--- src/rtl/pipe_reg_stage.sv ---
// pipe_reg_stage: one-clock pipeline register with flush/bubble/hold control.
// Optional performance counters are built only when PIPE_PERF_CNT_EN is defined.
`default_nettype none

module pipe_reg_stage #(
  parameter int STAGE  = 3,
  parameter int CTRL_W = 6,
  parameter int ADDR_W = 5,
  parameter int DATA_W = 32,
  parameter int AUX_W  = 8,
  parameter int CNT_W  = 16
) (
  input  logic              clk,
  input  logic              rst,
  input  logic [CTRL_W-1:0] stall,
  input  logic              flush,
  input  logic              in_valid,
  input  logic [ADDR_W-1:0] in_wd,
  input  logic              in_wreg,
  input  logic [DATA_W-1:0] in_wdata,
  input  logic [AUX_W-1:0]  in_aux,
  input  logic              perf_clr,
  output logic              out_valid,
  output logic [ADDR_W-1:0] out_wd,
  output logic              out_wreg,
  output logic [DATA_W-1:0] out_wdata,
  output logic [AUX_W-1:0]  out_aux,
  output logic [CNT_W-1:0]  perf_bubble_cnt,
  output logic [CNT_W-1:0]  perf_hold_cnt
);

  logic w_s_here;
  logic w_s_next;
  logic w_kill;
  logic w_hold;
  logic w_unused;

  assign w_s_here = stall[STAGE];

  if (STAGE < CTRL_W-1) begin : g_has_next
    assign w_s_next = stall[STAGE+1];
  end else begin : g_last_stage
    assign w_s_next = 1'b0;
  end

  // Flush and bubble both load a NOP; hold only when nothing kills the slot.
  assign w_kill = flush | (w_s_here & ~w_s_next);
  assign w_hold = ~flush & w_s_here & w_s_next;

  // Only two stall bits are consumed; perf_clr is dead without the counters.
  assign w_unused = ^{stall, perf_clr};

  logic              valid_q, valid_d;
  logic [ADDR_W-1:0] wd_q,    wd_d;
  logic              wreg_q,  wreg_d;
  logic [DATA_W-1:0] wdata_q, wdata_d;
  logic [AUX_W-1:0]  aux_q,   aux_d;

  always_comb begin
    valid_d = 1'b0;
    wd_d    = '0;
    wreg_d  = 1'b0;
    wdata_d = '0;
    aux_d   = '0;
    if (w_hold) begin
      valid_d = valid_q;
      wd_d    = wd_q;
      wreg_d  = wreg_q;
      wdata_d = wdata_q;
      aux_d   = aux_q;
    end else if (!w_kill && in_valid) begin
      valid_d = 1'b1;
      wd_d    = in_wd;
      wreg_d  = in_wreg;
      wdata_d = in_wdata;
      aux_d   = in_aux;
    end
  end

  always_ff @(posedge clk or negedge rst) begin
    if (!rst) begin
      valid_q <= 1'b0;
      wd_q    <= '0;
      wreg_q  <= 1'b0;
      wdata_q <= '0;
      aux_q   <= '0;
    end else begin
      valid_q <= valid_d;
      wd_q    <= wd_d;
      wreg_q  <= wreg_d;
      wdata_q <= wdata_d;
      aux_q   <= aux_d;
    end
  end

  assign out_valid = valid_q;
  assign out_wd    = wd_q;
  assign out_wreg  = wreg_q;
  assign out_wdata = wdata_q;
  assign out_aux   = aux_q;

`ifdef PIPE_PERF_CNT_EN
  localparam logic [CNT_W-1:0] c_one = {{(CNT_W-1){1'b0}}, 1'b1};
  localparam logic [CNT_W-1:0] c_max = {CNT_W{1'b1}};

  logic [CNT_W-1:0] bub_q, bub_d;
  logic [CNT_W-1:0] hold_q, hold_d;

  always_comb begin
    bub_d  = bub_q;
    hold_d = hold_q;
    if (perf_clr) begin
      bub_d  = '0;
      hold_d = '0;
    end else begin
      if (w_kill && bub_q != c_max)  bub_d  = bub_q + c_one;
      if (w_hold && hold_q != c_max) hold_d = hold_q + c_one;
    end
  end

  always_ff @(posedge clk or negedge rst) begin
    if (!rst) begin
      bub_q  <= '0;
      hold_q <= '0;
    end else begin
      bub_q  <= bub_d;
      hold_q <= hold_d;
    end
  end

  assign perf_bubble_cnt = bub_q;
  assign perf_hold_cnt   = hold_q;
`else
  assign perf_bubble_cnt = '0;
  assign perf_hold_cnt   = '0;
`endif

endmodule

`default_nettype wire

--- config.mk ---
export PLATFORM = sky130hd
export DESIGN_NAME = pipe_reg_stage
export DESIGN_NICKNAME = d
export VERILOG_FILES = /design/src/rtl/pipe_reg_stage.sv
export SDC_FILE = /design/constraint.sdc
export NUM_CORES = 1
export LEC_CHECK = 0
export CAP_MARGIN = 10
export CELL_PAD_IN_SITES_DETAIL_PLACEMENT = 1
export CELL_PAD_IN_SITES_GLOBAL_PLACEMENT = 2
export CORE_UTILIZATION = 35
export DETAILED_ROUTE_END_ITERATION = 16
export DONT_BUFFER_PORTS = 1
export PLACE_DENSITY_LB_ADDON = 0.12
export SYNTH_ARGS = -nofsm -noshare
export SYNTH_HDL_FRONTEND = slang
export SYNTH_SLANG_ARGS = --single-unit
--- constraint.sdc ---
create_clock -name clk -period 0.9 [get_ports clk]
set_input_delay 0.18 -clock clk [delete_from_list [all_inputs] [get_ports clk]]
set_output_delay 0.18 -clock clk [all_outputs]
set_load 0.02 [all_outputs]
* Yosys cells after proc, flatten, opt, wreduce, memory -nomap -nowiden
Index checks and enable logic that the tools add are counted.
** Word-level totals
- Register bits after elaboration :: 47
- Logic and storage cells :: 18
- Bits of input ports :: 57
** Operators by class
- Reduce and logical (&&, ||, !) cells :: 2
- Bitwise gates (word level) :: 6
- Mux-type cells :: 5
** Operators by type and width (count)
- 32-bit 2-to-1 mux :: 1
- 8-bit 2-to-1 mux :: 1
- 5-bit 2-to-1 mux :: 1
- 1-bit AND :: 3
- 1-bit 2-to-1 mux :: 2
- 1-bit inverter :: 2
- 1-bit logical AND :: 1
- 1-bit zero test :: 1
- 1-bit bitwise OR :: 1

* Logic depth before layout (Yosys ltp)
- Depth after elaboration :: 6
- Depth in mapped cells :: 4
- Mapped depth without buffers :: 2

* Worst setup path before layout
OpenSTA, ideal clock, no wires.
- Path kind :: in2reg
- From :: in flush
- To :: reg aux_q[0], in the netlist out_aux[0]
- Setup time :: 0.136 ns
- Setup slack :: 0.097 ns
- Buffers on the path :: 2
- Cell stages on the path :: 3
- Arrival time :: 0.666 ns
- Cell sequence :: buf_2 > clkbuf_1 > a21oi_1
** Between the ends
- Longest elaborated chain between the ends :: 4
** RTL lines
- start: declaration :: RTL line 16 : input logic flush,
- 1-bit bitwise OR :: RTL line 47 : assign w_kill = flush | (w_s_here & ~w_s_next);
- 1-bit zero test :: RTL line 71 : end else if (!w_kill && in_valid) begin
- 1-bit logical AND :: RTL line 71
- 8-bit 2-to-1 mux :: RTL line 71
- end signal: assignment :: RTL line 92 : aux_q <= aux_d;
- end: declaration :: RTL line 57 : logic [AUX_W-1:0] aux_q, aux_d;
Parallel ways exist; a longest one is shown, timed or not.
A chain may end at the register's enable or synchronous reset.

* Worst setup path after layout
- From :: reg wd_q[3], in the netlist out_wd[3]
- To :: out out_wd[3]
** RTL lines
- start: declaration :: RTL line 54 : logic [ADDR_W-1:0] wd_q, wd_d;
- start signal: assignment :: RTL line 89 : wd_q <= wd_d;
- end: declaration :: RTL line 24 : output logic [ADDR_W-1:0] out_wd,
No word-level cell between the ends.

==> metrics <==
run status=finished, violations left; failing checks=design-rule violations, negative hold slack, negative setup slack; P_sw=1.01 mW; CTS max path bufs=2; synthesized area=2400 um2; HP Class=input port to async pin; post-synth top area cell=dfrtp_1; Antenna diodes=0; R2R setup slack=0.03 ns; Root Buffer=clkbuf_8; Routed Antenna Nets=0; Lkg Pwr=1.32 nW; starting density of the core=0.370; first-pass GRT wire length=9980 um; Tot GR Track Use=0.176; PD cells=1390 nW/um2; Finished Cell Area=2970 um2; fillers=755; register area=1180 um2; nets@finish=347; Die Span Y=84.8 um; slowest stage delay, CP=0.42 ns; post-synth top area share=0.490; area grow syn2layout=23.7%; CTS H-tree lvls=2; CORE AREA=6490 um2; antenna violations before repair=0; Yosys warnings=0; final hold violations=94; CP Launch Type=register; CP Class=register to output port; clock buffer count from CTS=5; layout cells sized above 1=0.247; vias in the first global route=1974; Clk network pwr share=0.334; DIE AREA=7200 um2; Hold Slack=-0.429 ns; CTS tree=built; reg2reg end=out_wdata[20]; Worst-path clk slew=0.09 ns; fin crit period=1.04 ns; Num Clock Sinks=47; Skew-Pair Late Insertion Delay=0.29 ns; 1st-pass router iterations=10; crit path buf inv count=1; crit path DAT=0.86 ns; largest cells by area after synthesis=dfrtp_1, nand3b_1, buf_4; Max Fclk=0.963 GHz; Met3 Wirelength=404 um; Combinational Power Share=0.126; VDD IR-drop max=619 uV; Worst setup EP type=output port; WL final=6180 um; crit-path cells=buf_6; multi-input combinational cell area=951 um2; Slew Viols, Final=0; Critical R2R Launch=out_wdata[20]; cell family contributing the most delay on the critical path=flip-flops; Ports=136; switch share=0.245; DR vias/cell=5.14; Cells after Synth=246; DR vias=1893; HPWL Detailed=3600 um; Final WS setup=-0.139 ns; Worst R2R Path Depth=4; Remaining Overflow, GRT=0; largest net degree at the start of global routing=95; period utilization=1.15; RSZ-0062 raised after global routing=yes; met1 wire length=2540 um; Int Pwr=3.11 mW; Seq pwr share=0.540; metal2 WL=3190 um; row count=29; wire per inst=16.8 um; drt drc=7; final setup violation count=47; Netlist cell types=11; Max Used Layer=met4; Seq/Total Area, Yosys=0.490; slowest stage cell, crit path=dfrtp_1; 1st-iter DRT viols=77; port bufs=0; total of max-cap violations=0; flip-flop and latch count after synthesis=47; area post-placement=2570 um2; skew final=0 ns; Avg Cell Area, Syn=9.77 um2; placer's final routability congestion estimate=0.671; crit-path max FO=2; Die Width=84.8 um; required time of the critical path=0.72 ns
layer usage:
layer	global-route usage	up-vias
li1	-	878
met1	0.203	938
met2	0.319	70
met3	0.0554	7
met4	0.0416	0
met5	0	-
metrics by stage:
| stage | utilization | instances | total power, mW | worst slack, ns | TNS, ns |
|---|---|---|---|---|---|
| 3_3_place_gp | 0.395 | 344 | 2.69 | 0.199 | 0 |
| 3_5_place_dp | 0.395 | 344 | 2.70 | 0.186 | 0 |
| 5_1_grt | 0.458 | 368 | 4.34 | -0.176 | -7.19 |
| 6_report | 0.458 | 368 | 4.13 | -0.139 | -5.18 |
| 4_1_cts | 0.442 | 356 | 4.18 | -0.148 | -5.98 |
| 2_1_floorplan | - | 277 | 2.83 | 0.0972 | 0 |
power by group through the flow:
stage	logic, mW	clock network, mW	registers [mW]
2_1_floorplan	0.497	0	2.33
3_3_place_gp	0.438	0	2.25
3_5_place_dp	0.444	0	2.26
4_1_cts	0.494	1.46	2.23
5_1_grt	0.554	1.55	2.23
6_report	0.521	1.38	2.23
cell families after synthesis:
| kind of cell | Yosys count | share of synthesized area |
|---|---|---|
| compound gates | 47 | 0.0979 |
| other cells | 1 | 0.00156 |
| simple gates | 94 | 0.244 |
| flops | 47 | 0.490 |
| buf+inv | 57 | 0.167 |
how the worst max path moves through the flow:
stage	startpoint	end	slack, ns	cells past startpoint
floorplan	flush	out_aux[0]	0.1	3
detailed placement	out_wdata[28]	out_wdata[28]	0.19	1
global placement	out_wdata[2]	out_wdata[2]	0.20	1
global route	out_wd[3]	out_wd[3]	-0.18	1
finish	out_wd[3]	out_wd[3]	-0.14	1
CTS	out_aux[0]	out_aux[0]	-0.15	1
area by class of cell:
class	count	area share
tap	77	0.0324
clock buffer	8	0.0337
multi-input combinational	173	0.320
sequential	47	0.396
timing repair buffer	63	0.218
flip-flops by register name (all words and copies together), names as in the netlist:
name	count
out_wd	5
out_aux	8
out_wreg	1
out_wdata	32
out_valid	1
cell usage in the layout (no fill, tap or decap):
cell | Yosys | routed
a21oi_1 | 47 | 46
a21oi_2 | 0 | 1
buf_4 | 41 | 16
buf_6 | 2 | 47
clkbuf_1 | 8 | 1
clkbuf_8 | 0 | 7
conb_1 | 1 | 32
dfrtp_1 | 47 | 47
nand2b_1 | 1 | 1
nand3_1 | 47 | 46
nand3_2 | 0 | 1
nand3b_1 | 46 | 46
synth_stat cells:
cell type / number
a21oi_1: 47
dfrtp_1: 47
nand3_1: 47
nand3b_1: 46
buf_4: 41
clkbuf_1: 8
buf_2: 5
buf_6: 2
buf_8: 1
conb_1: 1
nand2b_1: 1
what timing repair did:
item / CTS / global route
setup endpoints to repair: 47 / 47
buffers inserted: 4 / 12
resized for setup: 47 / 2
hold endpoints to repair: 94 / 94
gates cloned: 0 / 0
Note: power is estimated with default switching activity, not from simulation.
